## config.mk

```make
export PLATFORM = sky130hd
export DESIGN_NAME = reset_sequencer
export DESIGN_NICKNAME = d
export VERILOG_FILES = /design/src/rtl/reset_seq_pkg.sv /design/src/rtl/reset_debounce.sv /design/src/rtl/reset_sequencer.sv
export SDC_FILE = /design/constraint.sdc
export NUM_CORES = 1
export LEC_CHECK = 0
export CAP_MARGIN = 20
export CORE_UTILIZATION = 50
export DETAILED_ROUTE_END_ITERATION = 8
export GPL_ROUTABILITY_DRIVEN = 0
export PLACE_DENSITY = 0.77
export SYNTH_ARGS = -nofsm -noshare
export SYNTH_HDL_FRONTEND = slang
export SYNTH_SLANG_ARGS = --single-unit
export TNS_END_PERCENT = 100
```

## constraint.sdc

```tcl
create_clock -name clk_i -period 2.3 [get_ports clk_i]
set_input_delay 0.575 -clock clk_i [delete_from_list [all_inputs] [get_ports clk_i]]
set_output_delay 0.575 -clock clk_i [all_outputs]
set_load 0.005 [all_outputs]
```

## src/rtl/reset_seq_pkg.sv

```systemverilog
// Shared types and helpers for the staggered reset sequencer.
// Counter widths are derived per instance from the actual parameter values.
package reset_seq_pkg;

   typedef enum logic [2:0] {
      ST_ASSERT,
      ST_WAIT_RELEASE,
      ST_HOLD,
      ST_RELEASE,
      ST_RUNNING
   } seq_state_t;

   localparam int DEF_RESET_CLKS    = 7;
   localparam int DEF_DEBOUNCE_CLKS = 4;
   localparam int DEF_STAGGER_CLKS  = 2;

   // Width of a down/up counter that must hold values 0..n-1, never less than one bit.
   function automatic int cnt_width(input int n);
      return (n > 2) ? $clog2(n) : 1;
   endfunction

endpackage

```

## src/rtl/reset_debounce.sv

```systemverilog
// One reset source: 2-FF synchroniser, polarity normalisation to active-high,
// then a level that only moves after DEBOUNCE_CLKS consecutive agreeing samples.
module reset_debounce
   import reset_seq_pkg::*;
#(
   parameter bit ACTIVE_LOW    = 1'b0,
   parameter int DEBOUNCE_CLKS = DEF_DEBOUNCE_CLKS
) (
   input  logic clk_i,
   input  logic reset_n_i,
   input  logic raw_i,
   output logic level_o
);

   localparam int            DB_W    = cnt_width(DEBOUNCE_CLKS);
   localparam logic [DB_W-1:0] DB_LAST = DB_W'(DEBOUNCE_CLKS - 1);

   logic [1:0]      sync_q;
   logic [DB_W-1:0] cnt_q;
   logic            norm;

   assign norm = sync_q[1] ^ ACTIVE_LOW;

   // The synchroniser resets to the raw idle level so a quiet source never looks asserted.
   always_ff @(posedge clk_i or negedge reset_n_i) begin
      if (!reset_n_i) begin
         sync_q  <= {2{ACTIVE_LOW}};
         cnt_q   <= '0;
         level_o <= 1'b0;
      end else begin
         sync_q <= {sync_q[0], raw_i};
         if (norm == level_o) begin
            cnt_q <= '0;
         end else if (cnt_q == DB_LAST) begin
            level_o <= norm;
            cnt_q   <= '0;
         end else begin
            cnt_q <= cnt_q + 1'b1;
         end
      end
   end

endmodule

```

## src/rtl/reset_sequencer.sv

```systemverilog
// Reset controller: debounced sources and a soft request trigger a hold period,
// after which the domain resets are released one at a time in index order.
module reset_sequencer
   import reset_seq_pkg::*;
#(
   parameter int                 NUM_SRC        = 2,
   parameter logic [NUM_SRC-1:0] SRC_ACTIVE_LOW = 2'b10,
   parameter int                 NUM_DOMAINS    = 3,
   parameter int                 RESET_CLKS     = DEF_RESET_CLKS,
   parameter int                 DEBOUNCE_CLKS  = DEF_DEBOUNCE_CLKS,
   parameter int                 STAGGER_CLKS   = DEF_STAGGER_CLKS,
   parameter int                 CNT_W          = 8
) (
   input  logic                   clk_i,
   input  logic                   reset_n_i,
   input  logic [NUM_SRC-1:0]     src_i,
   input  logic                   soft_reset_i,
   output logic [NUM_DOMAINS-1:0] domain_reset_o,
   output logic                   led_reset_o,
   output logic                   reset_done_o,
   output logic [NUM_SRC:0]       reset_cause_o,
   output logic [CNT_W-1:0]       reset_count_o
);

   localparam int HOLD_W = cnt_width(RESET_CLKS);
   localparam int STAG_W = cnt_width(STAGGER_CLKS);
   localparam int IDX_W  = cnt_width(NUM_DOMAINS);

   localparam logic [HOLD_W-1:0] HOLD_LOAD = HOLD_W'(RESET_CLKS - 1);
   localparam logic [STAG_W-1:0] STAG_LOAD = STAG_W'(STAGGER_CLKS - 1);
   localparam logic [IDX_W-1:0]  LAST_DOM  = IDX_W'(NUM_DOMAINS - 1);

   seq_state_t          state_q;
   logic [HOLD_W-1:0]   hold_cnt_q;
   logic [STAG_W-1:0]   stag_cnt_q;
   logic [IDX_W-1:0]    dom_idx_q;
   logic                src_any_q;
   logic [NUM_SRC-1:0]  src_level;
   logic                src_any;
   logic                reassert;
   logic                run_trigger;

   for (genvar g = 0; g < NUM_SRC; g++) begin : gen_src
      reset_debounce #(
         .ACTIVE_LOW    (SRC_ACTIVE_LOW[g]),
         .DEBOUNCE_CLKS (DEBOUNCE_CLKS)
      ) u_debounce (
         .clk_i     (clk_i),
         .reset_n_i (reset_n_i),
         .raw_i     (src_i[g]),
         .level_o   (src_level[g])
      );
   end

   assign src_any     = |src_level;
   assign reassert    = src_any | soft_reset_i;
   assign run_trigger = (src_any & ~src_any_q) | soft_reset_i;

   // Outputs are updated alongside every transition so they always describe the state being entered.
   always_ff @(posedge clk_i or negedge reset_n_i) begin
      if (!reset_n_i) begin
         state_q        <= ST_ASSERT;
         hold_cnt_q     <= '0;
         stag_cnt_q     <= '0;
         dom_idx_q      <= '0;
         src_any_q      <= 1'b0;
         domain_reset_o <= '1;
         led_reset_o    <= 1'b1;
         reset_done_o   <= 1'b0;
         reset_cause_o  <= '0;
         reset_count_o  <= '0;
      end else begin
         src_any_q <= src_any;
         unique case (state_q)
            ST_ASSERT: begin
               state_q <= ST_WAIT_RELEASE;
            end

            ST_WAIT_RELEASE: begin
               if (!src_any) begin
                  state_q    <= ST_HOLD;
                  hold_cnt_q <= HOLD_LOAD;
               end
            end

            ST_HOLD: begin
               if (reassert) begin
                  state_q        <= ST_ASSERT;
                  domain_reset_o <= '1;
                  led_reset_o    <= 1'b1;
                  reset_cause_o  <= reset_cause_o | {soft_reset_i, src_level};
               end else if (hold_cnt_q == '0) begin
                  domain_reset_o[0] <= 1'b0;
                  dom_idx_q         <= IDX_W'(1);
                  stag_cnt_q        <= STAG_LOAD;
                  if (NUM_DOMAINS == 1) begin
                     state_q      <= ST_RUNNING;
                     led_reset_o  <= 1'b0;
                     reset_done_o <= 1'b1;
                  end else begin
                     state_q <= ST_RELEASE;
                  end
               end else begin
                  hold_cnt_q <= hold_cnt_q - 1'b1;
               end
            end

            ST_RELEASE: begin
               if (reassert) begin
                  state_q        <= ST_ASSERT;
                  domain_reset_o <= '1;
                  led_reset_o    <= 1'b1;
                  reset_cause_o  <= reset_cause_o | {soft_reset_i, src_level};
               end else if (stag_cnt_q == '0) begin
                  domain_reset_o[dom_idx_q] <= 1'b0;
                  if (dom_idx_q == LAST_DOM) begin
                     state_q      <= ST_RUNNING;
                     led_reset_o  <= 1'b0;
                     reset_done_o <= 1'b1;
                  end else begin
                     dom_idx_q  <= dom_idx_q + 1'b1;
                     stag_cnt_q <= STAG_LOAD;
                  end
               end else begin
                  stag_cnt_q <= stag_cnt_q - 1'b1;
               end
            end

            ST_RUNNING: begin
               if (run_trigger) begin
                  state_q        <= ST_ASSERT;
                  domain_reset_o <= '1;
                  led_reset_o    <= 1'b1;
                  reset_done_o   <= 1'b0;
                  reset_cause_o  <= {soft_reset_i, src_level};
                  if (reset_count_o != '1) begin
                     reset_count_o <= reset_count_o + 1'b1;
                  end
               end
            end

            default: begin
               state_q <= ST_ASSERT;
            end
         endcase
      end
   end

endmodule

```

==> flow_metrics.tcl, run 1 <==
set metrics [dict create \
    status "completed" \
    die_w_um 60.0 \
    port_buffers 20 \
    cts_root_buf "clkbuf_4" \
    cp_top_family "flip-flops" \
    cp.arrival_ns 1.39 \
    fin_crit_ns 1.97 \
    ir_drop_mv 0.476 \
    clockBufferDepth 2 \
    yosysUniqueCellTypes 41 \
    die_h_um 60.0 \
    slowest_delay_ns 0.55 \
    holdBufCountCts 0 \
    drive_gt1_share_pct 15.0 \
    crit_type "flip-flop to output port" \
    synth_top_family_by_area "simple AND/OR/NAND/NOR gates" \
    cts-buffers-inserted 5 \
    period_share_pct 85.6 \
    syn-num-nets 160 \
    setup_tns_ns 0 \
    tightest_slew_ns 0.535 \
    syn-instance-count 147 \
    worstSkewPairLatency_ns 0.34 \
    tritoncts "done" \
    rrSetupSlack_ns 0.61 \
    setup_violations 0 \
    grt_pass1_wl_um 5260 \
    hold_path_depth 0 \
    ys_seq_elements 36 \
    hp-class "flip-flop to flip-flop" \
    clkSinkCount 36 \
    first_pass_iters 4 \
    drv_cap 0 \
    drc 0 \
    dr.first_iter.drc_count 62 \
    gr-total-overflow 0 \
    cp-end-kind "output port" \
    ios 21 \
    yosysTopAreaCellShare_pct 44.7 \
    wl_um 3060 \
    p_leak_nw 0.864 \
    power_density_mw_per_mm2 994 \
    h-tree-depth 2 \
    yosysTopAreaCell "dfrtp_1" \
    crit_fanout 2 \
    area_growth_pct 18.1 \
    start_kind "flip-flop" \
    path_cells "clkdlybuf4s50_1" \
    grt_pass1_vias 1189 \
    reg2reg_to "state_q[0]" \
    total_power_mw 1.97 \
    antenna_cells 0 \
    fp-row-count 20 \
    synthMuxAreaShare_pct 3.28 \
    fin_skew_ns 0.0145 \
    rsz0062_at_grt "no" \
    synth-simple-area-share_pct 14.7 \
    synth-compound-area-share_pct 14.7 \
    synth_area_leaders "dfrtp_1 45%, dfstp_2 9.4%, ha_1 6.0%, a22o_1 3.1%, xor2_1 3.1%" \
    track_usage_pct 20.4 \
    yosys_warnings 0 \
    synth_ff_type "dfrtp_1" \
    wl_per_cell_um 14.1 \
    start_util_pct 53.7 \
    dieArea_mm2 0.00359 \
    cts_resized 0 \
    final_net_count 186 \
    n_fill_cell 255 \
    path_buf_inv 1 \
    maxSlewHeadroom_pct 64.1 \
    core-area_mm2 0.00313 \
    synth_edf_count 0 \
    r2r-start "gen_src[1].u_debounce.level_o" \
    reg2regPathDepth 3 \
    cts.clk_slew.worst_paths_ns 0.11 \
    ant_nets 0 \
    required_ns 1.73 \
    min-delay-start "gen_src[1].u_debounce.sync_q[0]" \
    cts_setup_buffers 0 \
    seq_area_frac_synth_pct 54.1 \
    num_vias 1184 \
    slew_violations 0 \
    crit_path_top_delay_cell "dfstp_2" \
    synth_fa_ha_area_share_pct 5.96 \
    dp_hpwl_um 2280 \
    ys_async_sr_fraction_pct 100 \
    antenna_found_initial 0 \
    synth_commonest_cells "30 x dfrtp_1, 11 x nor2_1, 8 x ha_1, 8 x inv_1, 7 x nand3_1" \
    hold_viol_final 0 \
    grt_max_degree 37 \
    max_freq_ghz 0.508 \
    synth.most_common_cell "dfrtp_1" \
    netlist_area_mm2 0.00168 \
    synth-xor-area-share_pct 3.65 \
    syn_area_per_cell_um2 11.4 \
    avgViaCountPerCell 5.46 \
    min_to "gen_src[1].u_debounce.sync_q[1]" \
]
==> power breakdown <==
part	switching (mW)	internal (mW)	total [mW]	leakage, nW
registers	0.164	0.825	0.989	0.433
clock network	0.200	0.111	0.311	0.0271
logic	0.315	0.356	0.670	0.404
==> kinds of logic (layout without fill, tap and decap cells) <==
| family | count (synthesis) | count (layout) |
|---|---|---|
| and+or+nand+nor | 45 | 45 |
| DFF | 36 | 36 |
| AOI/OAI and AO/OA | 33 | 33 |
| buffers and inverters | 13 | 39 |
| adders and majority gates | 8 | 8 |
| xor gates and xnor gates | 7 | 7 |
| muxes | 5 | 5 |
==> routing by layer <==
| layer | GRT usage (%) | routed length (um) | vias to the layer above |
|---|---|---|---|
| met4 | 8.97 | 55 | 0 |
| met3 | 5.84 | 99 | 5 |
| met2 | 33.7 | 1530 | 16 |
| li1 | - | - | 580 |
| met1 | 24.7 | 1370 | 583 |
| met5 | 0 | 0 | - |
==> layout by cell type (no fill, tap or decap), types with 6 or more instances in the layout <==
cell type,count
inv_1,8
nand3_1,7
clkdlybuf4s50_1,20
nand2_1,6
nor2_1,11
xor2_1,6
a22o_1,6
ha_1,8
dfrtp_1,30
dfstp_2,6
==> sequential cells by signal, indices dropped and copies added, names as in the netlist <==
name / flops
gen_src.u_debounce.sync_q: 4
dom_idx_q: 2
stag_cnt_q: 1
reset_cause_o: 3
reset_done_o: 1
gen_src.u_debounce.level_o: 2
src_any_q: 1
state_q: 3
domain_reset_o: 3
hold_cnt_q: 3
reset_count_o: 8
gen_src.u_debounce.cnt_q: 4
led_reset_o: 1
==> layout make-up <==
| class | instances | area [um2] | share of cell area [%] |
|---|---|---|---|
| flip-flops and latches | 36 | 908 | 45.8 |
| multi-input cells | 98 | 709 | 35.8 |
| repair buffers | 24 | 230 | 11.6 |
| well taps | 44 | 55.1 | 2.78 |
| clock buffers | 5 | 37.5 | 1.89 |
| inverters | 8 | 30.0 | 1.51 |
| clock inverters | 2 | 12.5 | 0.631 |
==> worst register-to-register path, cell delays in order (launching register included) <==
cell      delay, ns
dfrtp_1        0.49
or3_4          0.46
a2111o_1       0.41
a22o_2         0.24
==> per-stage QoR <==
stage	hold WS, ns	util, %	area [um2]	setup WS (ns)	std cells
after detailed placement	0.338	61.8	1930	0.0248	210
after global routing	0.372	63.4	1980	0.260	217
after global placement	0.338	61.8	1930	0.0850	210
final	0.362	63.4	1980	0.330	217
after floorplan	0.279	-	1680	0.662	147
after CTS	0.362	63.4	1980	0.310	217
==> how the worst max path moves through the flow <==
stage                                  from           endpoint  cells past startpoint
after global routing       reset_count_o[3]   reset_count_o[3]                      1
final                     domain_reset_o[2]  domain_reset_o[2]                      1
after detailed placement       soft_reset_i         state_q[0]                      4
after CTS                 domain_reset_o[2]  domain_reset_o[2]                      1
after global placement         soft_reset_i         state_q[0]                      4
after floorplan                soft_reset_i         state_q[0]                      3
Power figures use the tool's default switching activity.
==> inputs of run 2 (changes only) <==
CAP_MARGIN = default   (was 20)
clock period = 2.5 ns   (was 2.3 ns; I/O delays follow)
==> run 2 against run 1 <==
Die area stayed put. Via count up 3.2%. Sequential power down 7.2%. Final cell count did not move. Sequential cell count stayed put. Critical path depth stayed put. Core utilization fell by 0.24 points. Clock power decreased by 5%. Design area fell by 0.38%. Routed wire length increased by 5.4%. Hold slack got worse by 0.00060 ns. Combinational power down 7.6%. Largest cell class unchanged.
==> flow_metrics.tcl, run 2 (same netlist as run 1, synthesis figures left out) <==
set metrics [dict create \
    drive_gt1_share_pct 13.9 \
    die_h_um 60.0 \
    hold_path_depth 0 \
    maxSlewHeadroom_pct 63.8 \
    start_util_pct 53.7 \
    final_net_count 185 \
    holdBufCountCts 0 \
    path_cells "clkdlybuf4s50_1" \
    num_vias 1222 \
    ios 21 \
    crit_path_top_delay_cell "clkdlybuf4s50_1" \
    dr.first_iter.drc_count 53 \
    drc 0 \
    reg_top3 "reset_count_o (8), gen_src.u_debounce.cnt_q (4), gen_src.u_debounce.sync_q (4)" \
    cts.clk_slew.worst_paths_ns 0.11 \
    dp_hpwl_um 2320 \
    cts_setup_buffers 0 \
    setup_violations 0 \
    setup_tns_ns 0 \
    min-delay-start "gen_src[1].u_debounce.sync_q[0]" \
    ir_drop_mv 0.390 \
    first_pass_iters 4 \
    layout_common_cells "30 x dfrtp_1, 20 x clkdlybuf4s50_1, 11 x nor2_1, 8 x inv_1, 8 x ha_1" \
    clockBufferDepth 2 \
    area_growth_pct 17.7 \
    grt_pass1_wl_um 5380 \
    cts_resized 0 \
    fp-row-count 20 \
    tritoncts "done" \
    core-area_mm2 0.00313 \
    cp-end-kind "output port" \
    status "completed" \
    hold_ws_ns 0.362 \
    p_leak_nw 0.861 \
    final_common_cell "dfrtp_1" \
    path_buf_inv 1 \
    wl_um 3220 \
    clkSinkCount 36 \
    fin_crit_ns 2.03 \
    grt_max_degree 37 \
    cts_root_buf "clkbuf_4" \
    hp-class "flip-flop to flip-flop" \
    grt_pass1_vias 1250 \
    largest_register "reset_count_o" \
    tightest_slew_ns 0.539 \
    reg2regPathDepth 5 \
    fin_skew_ns 0.0108 \
    wl_per_cell_um 14.8 \
    antenna_cells 0 \
    power_density_mw_per_mm2 927 \
    start_kind "flip-flop" \
    slowest_delay_ns 0.56 \
    worstSkewPairLatency_ns 0.34 \
    ant_nets 0 \
    h-tree-depth 2 \
    cp.arrival_ns 1.41 \
    drv_cap 0 \
    min_to "gen_src[1].u_debounce.sync_q[1]" \
    avgViaCountPerCell 5.63 \
    track_usage_pct 20.6 \
    slew_violations 0 \
    required_ns 1.88 \
    max_freq_ghz 0.493 \
    die_w_um 60.0 \
    r2r-start "state_q[0]" \
    dieArea_mm2 0.00359 \
    rrSetupSlack_ns 0.67 \
    rsz0062_at_grt "no" \
    largest_reg_flops 8 \
    cp_top_family "buffers and inverters" \
    period_share_pct 81.2 \
    port_buffers 20 \
    gr-total-overflow 0 \
    reg2reg_to "reset_count_o[1]" \
    cts-buffers-inserted 5 \
    crit_fanout 8 \
    antenna_found_initial 0 \
    hold_viol_final 0 \
    crit_type "flip-flop to output port" \
]
[run 2: routing by layer]
metal / vias up / global-route usage [%] / wire [um]
li1: 575 / - / -
met1: 610 / 24.1 / 1380
met2: 30 / 34.0 / 1630
met3: 7 / 7.14 / 157
met4: 0 / 9.30 / 49
met5: - / 0 / 0
[run 2: layout make-up]
cell class / count / area [um2]
tap: 44 / 55.1
clock inverter: 1 / 5.00
timing repair buffer: 23 / 223
clock buffer: 7 / 45.0
multi-input combinational: 98 / 709
fill: 258 / 1150
inverter: 8 / 30.0
sequential: 36 / 908
[run 2: report_power, final]
part | switching, mW | internal [mW] | total (mW) | leakage (nW)
Sequential | 0.160 | 0.758 | 0.918 | 0.433
Clock | 0.185 | 0.110 | 0.295 | 0.0293
Combinational | 0.296 | 0.323 | 0.619 | 0.399
[run 2: worst max-delay path by stage]
stage | from | to | slack, ns | cells after the start
floorplan | soft_reset_i | state_q[0] | 0.81 | 3
global placement | soft_reset_i | state_q[0] | 0.24 | 4
detailed placement | soft_reset_i | state_q[0] | 0.20 | 4
CTS | reset_count_o[3] | reset_count_o[3] | 0.46 | 1
global route | reset_count_o[3] | reset_count_o[3] | 0.40 | 1
finish | reset_count_o[3] | reset_count_o[3] | 0.47 | 1
[run 2: metrics by stage]
stage | util, % | power (mW) | worst slack (ns) | instance area, um2 | instances
6_report | 63.2 | 1.83 | 0.470 | 1980 | 217
4_1_cts | 63.2 | 1.85 | 0.456 | 1980 | 217
2_1_floorplan | - | 1.32 | 0.812 | 1680 | 147
3_3_place_gp | 61.6 | 1.50 | 0.244 | 1930 | 209
5_1_grt | 63.2 | 1.96 | 0.397 | 1980 | 217
3_5_place_dp | 61.6 | 1.55 | 0.204 | 1930 | 209
==> inputs of run 3 (changes only) <==
CORE_UTILIZATION = 49   (was 50)
PLACE_DENSITY = 0.79   (was 0.77)
clock period = 1.8 ns   (was 2.5 ns; I/O delays follow)
==> run 3 against run 2 <==
Largest cell class unchanged. Clock power rose by 95%. Non-clock buffer count rose by 21. Core utilization up 5.8 points. Largest power group unchanged.
==> flow_metrics.tcl, run 3 (same netlist as run 1, synthesis figures left out) <==
set metrics [dict create \
    internal_power_mw 1.85 \
    setup_tns_ns 0 \
    p_leak_nw 0.974 \
    area_growth_pct 29.5 \
    die_h_um 60.5 \
    maxSlewHeadroom_pct 59.3 \
    dieArea_mm2 0.00367 \
    track_usage_pct 20.5 \
    h-tree-depth 2 \
    switching_power_mw 0.928 \
    power.share.clock_pct 20.7 \
    path_buf_inv 1 \
    hold_viol_final 0 \
    reg2regPathDepth 5 \
    start_kind "flip-flop" \
    top_layer "met4" \
    dr_wl_met3_um 171 \
    hp-class "flip-flop to flip-flop" \
    crit_type "flip-flop to output port" \
    tritoncts "done" \
    cp-end-kind "output port" \
    rrSetupSlack_ns 0.12 \
    fin_ws_ns 0.0485 \
    setup_violations 0 \
    rsz0062_at_grt "no" \
    cts_root_buf "clkbuf_4" \
    wl_um 3400 \
    crit_fanout 6 \
    hold_ws_ns 0.362 \
    grt_max_degree 37 \
    largest_reg_flops 8 \
    period_share_pct 97.3 \
    final_core_util_pct 69.0 \
    ir_drop_mv 0.728 \
    status "completed" \
    max_freq_ghz 0.571 \
    die_w_um 60.5 \
    fin_skew_ns 0.00636 \
    drv_cap 0 \
    crit_path_top_delay_cell "clkdlybuf4s50_1" \
    combPwrFrac_pct 35.7 \
    reg2reg_to "reset_count_o[1]" \
    layout_common_cells "27 x dfrtp_1, 23 x buf_4, 16 x clkdlybuf4s50_1, 11 x nor2_1" \
    dp_hpwl_um 2320 \
    cts-buffers-inserted 5 \
    grt_pass1_vias 1192 \
    first_pass_iters 4 \
    dr.first_iter.drc_count 61 \
    final_area_mm2 0.00217 \
    gr-total-overflow 0 \
    hold_path_depth 0 \
    antenna_cells 0 \
    min_to "gen_src[1].u_debounce.sync_q[1]" \
    core-area_mm2 0.00315 \
    ios 21 \
    tightest_slew_ns 0.606 \
    placed_area_mm2 0.00201 \
    num_vias 1310 \
    wl_met2_um 1670 \
    r2r-start "state_q[2]" \
    worstSkewPairLatency_ns 0.35 \
    slowest_delay_ns 0.52 \
    m1WireLength_um 1500 \
    cp.arrival_ns 1.30 \
    dp_slack_ns -0.254 \
    clockBufferDepth 2 \
    drive_gt1_share_pct 25.8 \
    seq_power_share_pct 43.6 \
    grt_pass1_wl_um 5380 \
    start_util_pct 53.3 \
    avgViaCountPerCell 5.50 \
    port_buffers 20 \
    final_common_cell "dfrtp_1" \
    power_density_mw_per_mm2 1280 \
    required_ns 1.35 \
    wl_per_cell_um 14.3 \
    final_net_count 206 \
    p_sw_share_pct 33.4 \
    slew_violations 0 \
    min-delay-start "gen_src[1].u_debounce.sync_q[0]" \
    fp-row-count 20 \
    clkSinkCount 36 \
    path_cells "clkdlybuf4s50_1" \
    drc 0 \
    ant_nets 0 \
    reg_top3 "reset_count_o (8), gen_src.u_debounce.cnt_q (4), gen_src.u_debounce.sync_q (4)" \
    fin_crit_ns 1.75 \
    antenna_found_initial 0 \
    cts.clk_slew.worst_paths_ns 0.11 \
    cp_top_family "buffers and inverters" \
    largest_register "reset_count_o" \
]
-- run 3: cell types whose count changed in the layout (fill, tap and decap cells not counted) --
cell and delta:
clkbuf_1 -2, buf_12 +1, dlygate4sd2_1 +4, dfrtp_2 +3
clkinvlp_4 +1, clkdlybuf4s50_1 -4, bufinv_16 +1, buf_4 +20
dfrtp_1 -3
-- run 3: worst max path at each step --
stage	startpoint	to	slack [ns]	cells after the start
after detailed placement	soft_reset_i	state_q[0]	-0.25	4
final	reset_count_o[2]	reset_count_o[2]	0.05	1
after CTS	reset_count_o[5]	reset_count_o[5]	0.007	1
after floorplan	gen_src[1].u_debounce.level_o	state_q[0]	0.20	4
after global placement	soft_reset_i	state_q[0]	-0.22	4
after global routing	reset_count_o[0]	reset_count_o[0]	0.003	1
-- run 3: stage by stage --
step / power (mW) / cells
2_1_floorplan: 1.84 / 147
3_3_place_gp: 2.18 / 219
3_5_place_dp: 2.23 / 219
4_1_cts: 2.78 / 227
5_1_grt: 2.95 / 238
6_report: 2.78 / 238
-- run 3: layout make-up --
cell class | instances | area (um2)
flip-flops and latches | 36 | 912
multi-input cells | 98 | 709
clock buffers | 5 | 37.5
inverters | 8 | 30.0
repair buffers | 44 | 388
fillers | 253 | 978
well taps | 44 | 55.1
clock inverters | 3 | 42.5
-- run 3: repair_timing --
item                                    in CTS  in global routing
endpoints found under the setup margin       6                  7
gates resized for setup                      6                  1
hold buffers                                 0                  0
hold endpoints to repair                     0                  0
setup buffers                                0                 11
-- run 3: power by group through the flow --
stage / sequential (mW) / combinational, mW / clock, mW
after CTS: 1.21 / 0.990 / 0.582
after detailed placement: 1.23 / 1.01 / 0
after floorplan: 1.19 / 0.647 / 0
after global routing: 1.24 / 1.09 / 0.624
final: 1.21 / 0.990 / 0.576
after global placement: 1.22 / 0.962 / 0
-- run 3: routing by layer --
| metal | up-vias | global-route usage [%] |
|---|---|---|
| met5 | - | 0 |
| met4 | 0 | 7.47 |
| met3 | 7 | 6.40 |
| met2 | 46 | 33.6 |
| met1 | 636 | 25.6 |
| li1 | 621 | - |
